--- config.mk ---
export PLATFORM = sky130hd
export DESIGN_NAME = hazard_ctrl
export DESIGN_NICKNAME = d
export VERILOG_FILES = /design/src/rtl/hazard_ctrl.sv
export SDC_FILE = /design/constraint.sdc
export NUM_CORES = 1
export LEC_CHECK = 0
export CORE_MARGIN = 2
export CORE_UTILIZATION = 48
export CTS_BUF_LIST = sky130_fd_sc_hd__clkbuf_4 sky130_fd_sc_hd__clkbuf_8
export DETAILED_ROUTE_END_ITERATION = 6
export PLACE_DENSITY = 0.94
export SLEW_MARGIN = 20
export SYNTH_ARGS = -nofsm -noshare
export SYNTH_HDL_FRONTEND = slang
export SYNTH_SLANG_ARGS = --single-unit
--- constraint.sdc ---
create_clock -name CLK -period 4.08 [get_ports CLK]
set_input_delay 1.224 -clock CLK [delete_from_list [all_inputs] [get_ports CLK]]
set_output_delay 1.224 -clock CLK [all_outputs]
set_load 0.005 [all_outputs]
--- src/rtl/hazard_ctrl.sv ---
// rtl/hazard_ctrl.sv - pipeline hazard/stall controller; MULDIV_STALL_EN enables multi-cycle DIV/REM occupancy of EX
// Mealy control outputs from STATE plus current inputs; saturating count of PC_WRITE=0 cycles.
module hazard_ctrl #(
   parameter int MD_LATENCY = 32
) (
   input  logic        CLK,
   input  logic        RESET,
   input  logic        BUSYWAIT,
   input  logic [4:0]  ID_RS1,
   input  logic [4:0]  ID_RS2,
   input  logic        ID_USE_RS1,
   input  logic        ID_USE_RS2,
   input  logic [4:0]  EX_RD,
   input  logic        EX_MEMREAD,
   input  logic        EX_TAKEN,
   input  logic        EX_MD_START,
   output logic        PC_WRITE,
   output logic        IFID_HOLD,
   output logic        IDEX_HOLD,
   output logic        IFID_FLUSH,
   output logic        IDEX_FLUSH,
   output logic        EXMEM_FLUSH,
   output logic [1:0]  STATE,
   output logic [31:0] STALL_CYCLES
);

   localparam logic [1:0] ST_RUN      = 2'd0;
   localparam logic [1:0] ST_MEM_WAIT = 2'd1;
   localparam logic [1:0] ST_MD_BUSY  = 2'd2;

   logic [1:0]  state_q, state_d;
   logic [31:0] stall_q, stall_d;
   logic        load_use;

   assign load_use = EX_MEMREAD && (EX_RD != 5'd0) &&
                     ((ID_USE_RS1 && (ID_RS1 == EX_RD)) || (ID_USE_RS2 && (ID_RS2 == EX_RD)));

`ifdef MULDIV_STALL_EN
   // The first DIV cycle is spent in RUN, so the countdown covers the remaining stall cycles.
   localparam logic [5:0] MD_RELOAD = 6'(MD_LATENCY - 2);
   logic [5:0] md_cnt_q, md_cnt_d;
   logic       md_start;
   assign md_start = EX_MD_START && (MD_LATENCY > 1);
`else
   logic unused_md;
   assign unused_md = ^{EX_MD_START, 1'(MD_LATENCY)};
`endif

   always_comb begin
      PC_WRITE    = 1'b1;
      IFID_HOLD   = 1'b0;
      IDEX_HOLD   = 1'b0;
      IFID_FLUSH  = 1'b0;
      IDEX_FLUSH  = 1'b0;
      EXMEM_FLUSH = 1'b0;
      state_d     = ST_RUN;
`ifdef MULDIV_STALL_EN
      md_cnt_d    = md_cnt_q;
`endif
      if (RESET) begin
         PC_WRITE    = 1'b0;
         IFID_FLUSH  = 1'b1;
         IDEX_FLUSH  = 1'b1;
         EXMEM_FLUSH = 1'b1;
      end
`ifdef MULDIV_STALL_EN
      else if (state_q == ST_MD_BUSY) begin
         if (BUSYWAIT) begin
            PC_WRITE  = 1'b0;
            IFID_HOLD = 1'b1;
            IDEX_HOLD = 1'b1;
            state_d   = ST_MD_BUSY;
         end else if (md_cnt_q != 6'd0) begin
            PC_WRITE    = 1'b0;
            IFID_HOLD   = 1'b1;
            IDEX_HOLD   = 1'b1;
            EXMEM_FLUSH = 1'b1;
            md_cnt_d    = md_cnt_q - 6'd1;
            state_d     = ST_MD_BUSY;
         end
      end
`endif
      else if (BUSYWAIT) begin
         PC_WRITE  = 1'b0;
         IFID_HOLD = 1'b1;
         IDEX_HOLD = 1'b1;
         state_d   = ST_MEM_WAIT;
      end else if (EX_TAKEN) begin
         IFID_FLUSH = 1'b1;
         IDEX_FLUSH = 1'b1;
      end
`ifdef MULDIV_STALL_EN
      else if (md_start) begin
         PC_WRITE    = 1'b0;
         IFID_HOLD   = 1'b1;
         IDEX_HOLD   = 1'b1;
         EXMEM_FLUSH = 1'b1;
         md_cnt_d    = MD_RELOAD;
         state_d     = ST_MD_BUSY;
      end
`endif
      else if (load_use) begin
         PC_WRITE   = 1'b0;
         IFID_HOLD  = 1'b1;
         IDEX_FLUSH = 1'b1;
      end
   end

   always_comb begin
      stall_d = stall_q;
      if (!PC_WRITE && (stall_q != 32'hFFFF_FFFF)) begin
         stall_d = stall_q + 32'd1;
      end
   end

   always_ff @(posedge CLK) begin
      if (RESET) begin
         state_q <= ST_RUN;
         stall_q <= 32'd0;
      end else begin
         state_q <= state_d;
         stall_q <= stall_d;
      end
   end

`ifdef MULDIV_STALL_EN
   always_ff @(posedge CLK) begin
      if (RESET) begin
         md_cnt_q <= 6'd0;
      end else begin
         md_cnt_q <= md_cnt_d;
      end
   end
`endif

   assign STATE        = state_q;
   assign STALL_CYCLES = stall_q;

endmodule

After elaboration in Yosys (flattened, before gate mapping)
Index checks and enable logic that the tools add are counted.
{ "totals": {"ff_bits": 34, "input_bits": 23, "wordCells": 32} }
{ "op_classes": {"addsub": 1, "n_eq_ne": 3, "mux": 18, "reduce_logical": 8} }
{ "op_table": {"columns": ["operator", "n"], "rows": [
  ["$add 32x1->32 const B", 1],
  ["$ne 32x32->1 const B", 1],
  ["$mux 1", 18],
  ["$eq 5x5->1", 2],
  ["$logic_and 1x1->1", 5],
  ["$reduce_bool 5->1", 1],
  ["$logic_not 1->1", 1],
  ["$logic_or 1x1->1", 1]
]} }

Longest topological paths before layout
{ "depth": {"word_depth": 10, "ltp_mapped": 9, "depth_no_buf": 7} }

Worst setup path after synthesis
No wires, ideal clock.
{ "synth_timing": {"path_kind": "input to output", "from": "in EX_RD[1]", "to": "out PC_WRITE", "t_arrival_ps": 2447, "t_required_ps": 2856, "slack_ps": 409, "cell_stages": 4, "n_path_buf": 0, "cell_sequence": "or4_1 -> o21ai_0 -> nor2_1 -> a211oi_4"} }
{ "synth_between": {"elab_chain_len": 8} }
{ "synth_lines": {"columns": ["element", "line_no", "rtl"], "rows": [
  ["from (decl)", "13", "input logic [4:0] EX_RD,"],
  ["$eq 5x5->1", "36", "((ID_USE_RS1 && (ID_RS1 == EX_RD)) || (ID_USE_RS2 && (ID_RS2 == EX_RD)));"],
  ["$logic_and 1x1->1", "36", null],
  ["$logic_or 1x1->1", "36", null],
  ["$logic_and 1x1->1 (*)", "35", "assign load_use = EX_MEMREAD && (EX_RD != 5'd0) &&"],
  ["$mux 1 (*)", "102", "else if (load_use) begin"],
  ["$mux 1 (*)", "88", "end else if (EX_TAKEN) begin"],
  ["$mux 1 (*)", "83", "else if (BUSYWAIT) begin"],
  ["$mux 1 (*)", "60", "if (RESET) begin"],
  ["to (decl)", "17", "output logic PC_WRITE,"]
]} }
Every way passes the cells marked *; elsewhere a longest branch is shown, timed or not.

Worst setup path after layout
{ "layout_timing": {"from": "in EX_RD[4]", "to": "out IFID_HOLD"} }
{ "layout_between": {"elab_chain_len": 8} }
{ "layout_lines": {"columns": ["element", "line_no", "rtl"], "rows": [
  ["$eq 5x5->1", "36", null],
  ["$logic_and 1x1->1", "36", null],
  ["$logic_or 1x1->1", "36", null],
  ["$logic_and 1x1->1 (*)", "35", null],
  ["$mux 1 (*)", "102", null],
  ["$mux 1 (*)", "88", null],
  ["$mux 1 (*)", "83", null],
  ["$mux 1 (*)", "60", null],
  ["to (decl)", "18", "output logic IFID_HOLD,"]
]} }
Marks and branches as above.

==> run summary <==
In this run the worst setup path terminates at IFID_HOLD. The maximum vdd ir drop came out at 0.000139 V. For this run, the leading register cell type out of synthesis is dfxtp_1. The flow ran to the end, and the final reports show no timing, DRC or antenna violations. In the final design database the tool counted 327 nets. The total number of yosys warnings is 0.

The number of stages on the worst hold path is 2. The logic depth of the worst setup path including buffers came out at 8. Across all layers, the routed design uses 2098 vias. The net count of the mapped netlist came out at 257. The number of placed cells counting well taps is 345. Setup slack on the worst reg-to-reg path comes out at 1420 ps. The overall overflow remaining after global route came out at 0. The maximum net fanout on the critical path came out at 2.

The longest individual stage delay on the worst path came out at 540 ps. The most critical setup path has its startpoint at EX_RD[4]. Among cell families on the critical path, the largest total delay comes from simple AND/OR/NAND/NOR gates. The area of the core is 0.00397 mm2.

Setup violations remaining at the end of the flow were counted as 0. Static timing analysis puts the maximum clock frequency at 0.250 GHz. Setup repair after global routing left no endpoint under its margin. The routed design could run at a clock period as short as 4010 ps. The type of the worst setup path is in -> out. The H-tree depth is 2. The fraction of post-synthesis cell area in the top cell type by area came out at 33.4%. STA classifies the critical path endpoint as a primary output. For this design, the CTS-stage hold fixing added 0 buffers. The number of unique standard cell types used by synthesis came out at 49. Buffers inserted during clock tree synthesis total 5. The routed length per instance came out at 14.2 um. The number of placement rows came out at 23.

The slowest stage of the critical path belongs to the cell or4_4. The worst register-to-register path begins at STALL_CYCLES[0]. The wire length of the first global-routing pass came out at 8380 um. The die extent in y came out at 68.2 um.

Across every metal layer, demand over resource in global routing totals 23.9%. The maximum root-to-sink buffer count is 2. The final antenna-violating net count came out at 0. The area added between synthesis and finish came out at 39.1%. The full die area is 0.00465 mm2. The die width came out at 68.2 um.

The via count of the first global-routing pass is 1929. The endpoint identified for the worst register-to-register timing path is STALL_CYCLES[12]. The synthesized design spends more area on one cell type than any other, namely dfxtp_1. The effective utilization at floorplan is 49.8%. The slew at the pin closest to its max-slew limit came out at 996 ps. The number of hold violations in the final report was 0. The async set-reset flop share out of synthesis is 0%. By area the synthesized netlist is led by dfxtp_1 33%, a21oi_1 6.1%, or3_2 5.3%. Summing all placed instances gives a cell area of 0.00264 mm2. The number of DRC violations after detailed-routing iteration 0 is 159. After technology mapping, the gate count stands at 233. The worst clock skew is 4.55 ps. The per-instance average area after synthesis is 8.48 um2. The global placer's final weighted congestion is 0.837. The maximum number of pins on one net before global-route repair came out at 47. The layout cell share with drive strength beyond 1 is 21.1%. After clock tree synthesis, the clock-pin slew on the worst setup and hold paths is 70 ps. The critical path contains buffers and inverters numbering 3 combined.

The share of the cycle needed by the critical path after routing came out at 98.2%. Walking the worst path, the cells encountered are dlygate4sd2_1 -> or4_4 -> o21ai_4 -> nor2_4 -> buf_4 -> a21oi_4 -> nor2_1 -> clkdlybuf4s15_1. Clock tree synthesis selected as its root buffer the cell clkbuf_8. The number of design rule violations left after detail routing is 0.

The path class of the tightest hold or removal check is reg -> reg. The final cell count without fillers came out at 354. Synthesis inferred 33 register bits.

The final max-slew violation count is 0. The startpoint type of the worst setup path is an input pin. Counting cells, the worst reg-to-reg path comes to 7. The antenna diode count came out at 0. The initial antenna violation count was 0. The routed design has 5030 um of wire. OpenSTA, run right after detailed placement, puts the worst setup slack at -590 ps. The relative slew slack is 33.3%. The insertion delay to the later sink of the worst-skew pair is 290 ps. The number of buffers added on ports came out at 60.

63 I/O pins were placed. Before antenna repair, the detailed router went through 4 iterations. The worst endpoint data arrival time came out at 2780 ps. The mean number of vias per cell came out at 5.93. TritonCTS built the clock tree. The number of flops mapped to enable cells by yosys is 0. Summed over all cells, the static leakage comes to 0.897 nW. The cell area that synthesis handed to floorplanning was 0.00198 mm2. The share of the Yosys chip area taken by registers is 33.4%.

Detailed placement finished with a half-perimeter wire length of 3680 um. The required arrival time at the worst endpoint came out at 2860 ps. The setup slack of the critical path after layout came out at 74.1 ps. The worst slack on hold paths came out at 489 ps.

The power density over cell area is 243 mW/mm2. The design area came out at 0.00275 mm2. The count of max-cap constraint violations came out at 0. The clock net in this run drives a total of 33 sinks.
-- Yosys cell counts (2+ instances only) --
library cell,count
o21ai_2,2
and3_2,2
or4_2,3
dfxtp_1,33
nand4_1,12
a21oi_2,3
nand3_1,15
o31ai_1,6
nor4_1,2
or3_2,14
buf_6,2
nor2_1,10
xnor2_1,10
o21ai_1,4
and4_2,4
nand2_1,16
buf_4,3
clkbuf_1,2
or4_1,4
a21oi_1,24
o21ai_0,17
or3_1,7
inv_1,7
and3_1,3
o211ai_1,2
a21o_1,2
nor2b_1,2
-- per-layer routing --
metal  part of all wire (%)  up-vias  GRT usage (%)
met1                     41      988           26.9
met4                    1.4        0           10.5
met2                     51       78           41.5
met3                    6.9        6           7.40
met5                      0        -              0
li1                       -     1026              -
-- layout by cell type (no fill, tap or decap), types with 5 or more instances in the layout --
cell	netlist	final
inv_1	7	7
nand2_1	16	16
nand4_1	12	12
dlygate4sd2_1	0	5
clkdlybuf4s50_1	0	52
nor2_1	10	9
dfxtp_1	33	33
a21oi_1	24	24
or3_1	7	7
or3_2	14	14
o31ai_1	6	6
o21ai_0	17	16
clkbuf_8	0	5
nand3_1	15	15
xnor2_1	10	10
buf_4	3	13
-- flip-flops by register name, indices dropped and copies added, names as in the netlist --
signal and cells:
STALL_CYCLES 32, STATE 1
-- power breakdown --
| group | switching (mW) | total, mW | internal [mW] |
|---|---|---|---|
| Sequential | 0.00571 | 0.331 | 0.325 |
| Combinational | 0.0444 | 0.0947 | 0.0503 |
| Clock | 0.118 | 0.243 | 0.125 |
-- layout make-up --
cell class	count	area, um2
fill	348	1220
multi-input combinational	183	1220
inverter	7	26.3
timing repair buffer	73	689
clock inverter	2	10.0
clock buffer	6	76.3
tap	50	62.6
sequential	33	661
-- metrics by stage --
stage	util [%]	TNS, ps	power, mW
after floorplan	-	0	0.386
after global placement	66.5	-1380	0.430
after detailed placement	66.5	-1500	0.432
after CTS	69.3	0	0.672
after global routing	69.3	0	0.696
final	69.3	0	0.669
-- cells by family (layout without fill, tap and decap cells) --
logic type / after synthesis / after routing / share of synthesized area (%)
xor+xnor: 11 / 11 / 4.87
fa+ha+maj: 1 / 1 / 0.633
mux: 1 / 1 / 0.570
flops: 33 / 33 / 33.4
compound gates: 70 / 70 / 24.0
buf+inv: 17 / 88 / 5.76
other cells: 1 / 1 / 0.190
simple gates: 99 / 99 / 30.6
-- what timing repair did --
| item | 4_1_cts | 5_1_grt |
|---|---|---|
| setup buffers | 1 | 0 |
| pin swaps | 2 | 2 |
| endpoints found under the setup margin | 3 | 2 |
| gates resized for setup | 13 | 4 |
| cloned | 0 | 0 |
-- worst min-delay path: stages, from the launching register on --
cell and delay, ps:
dfxtp_1 330, o31ai_1 60, a21oi_1 50
-- how the worst min path moves through the flow --
| stage | end | slack [ps] | from |
|---|---|---|---|
| after CTS | STALL_CYCLES[26] | 490 | STALL_CYCLES[26] |
| after global placement | STALL_CYCLES[26] | 480 | STALL_CYCLES[26] |
| final | STALL_CYCLES[26] | 490 | STALL_CYCLES[26] |
| after global routing | STALL_CYCLES[26] | 510 | STALL_CYCLES[26] |
| after detailed placement | STALL_CYCLES[26] | 480 | STALL_CYCLES[26] |
| after floorplan | STALL_CYCLES[26] | 480 | STALL_CYCLES[26] |
Note: power is estimated with default switching activity, not from simulation.
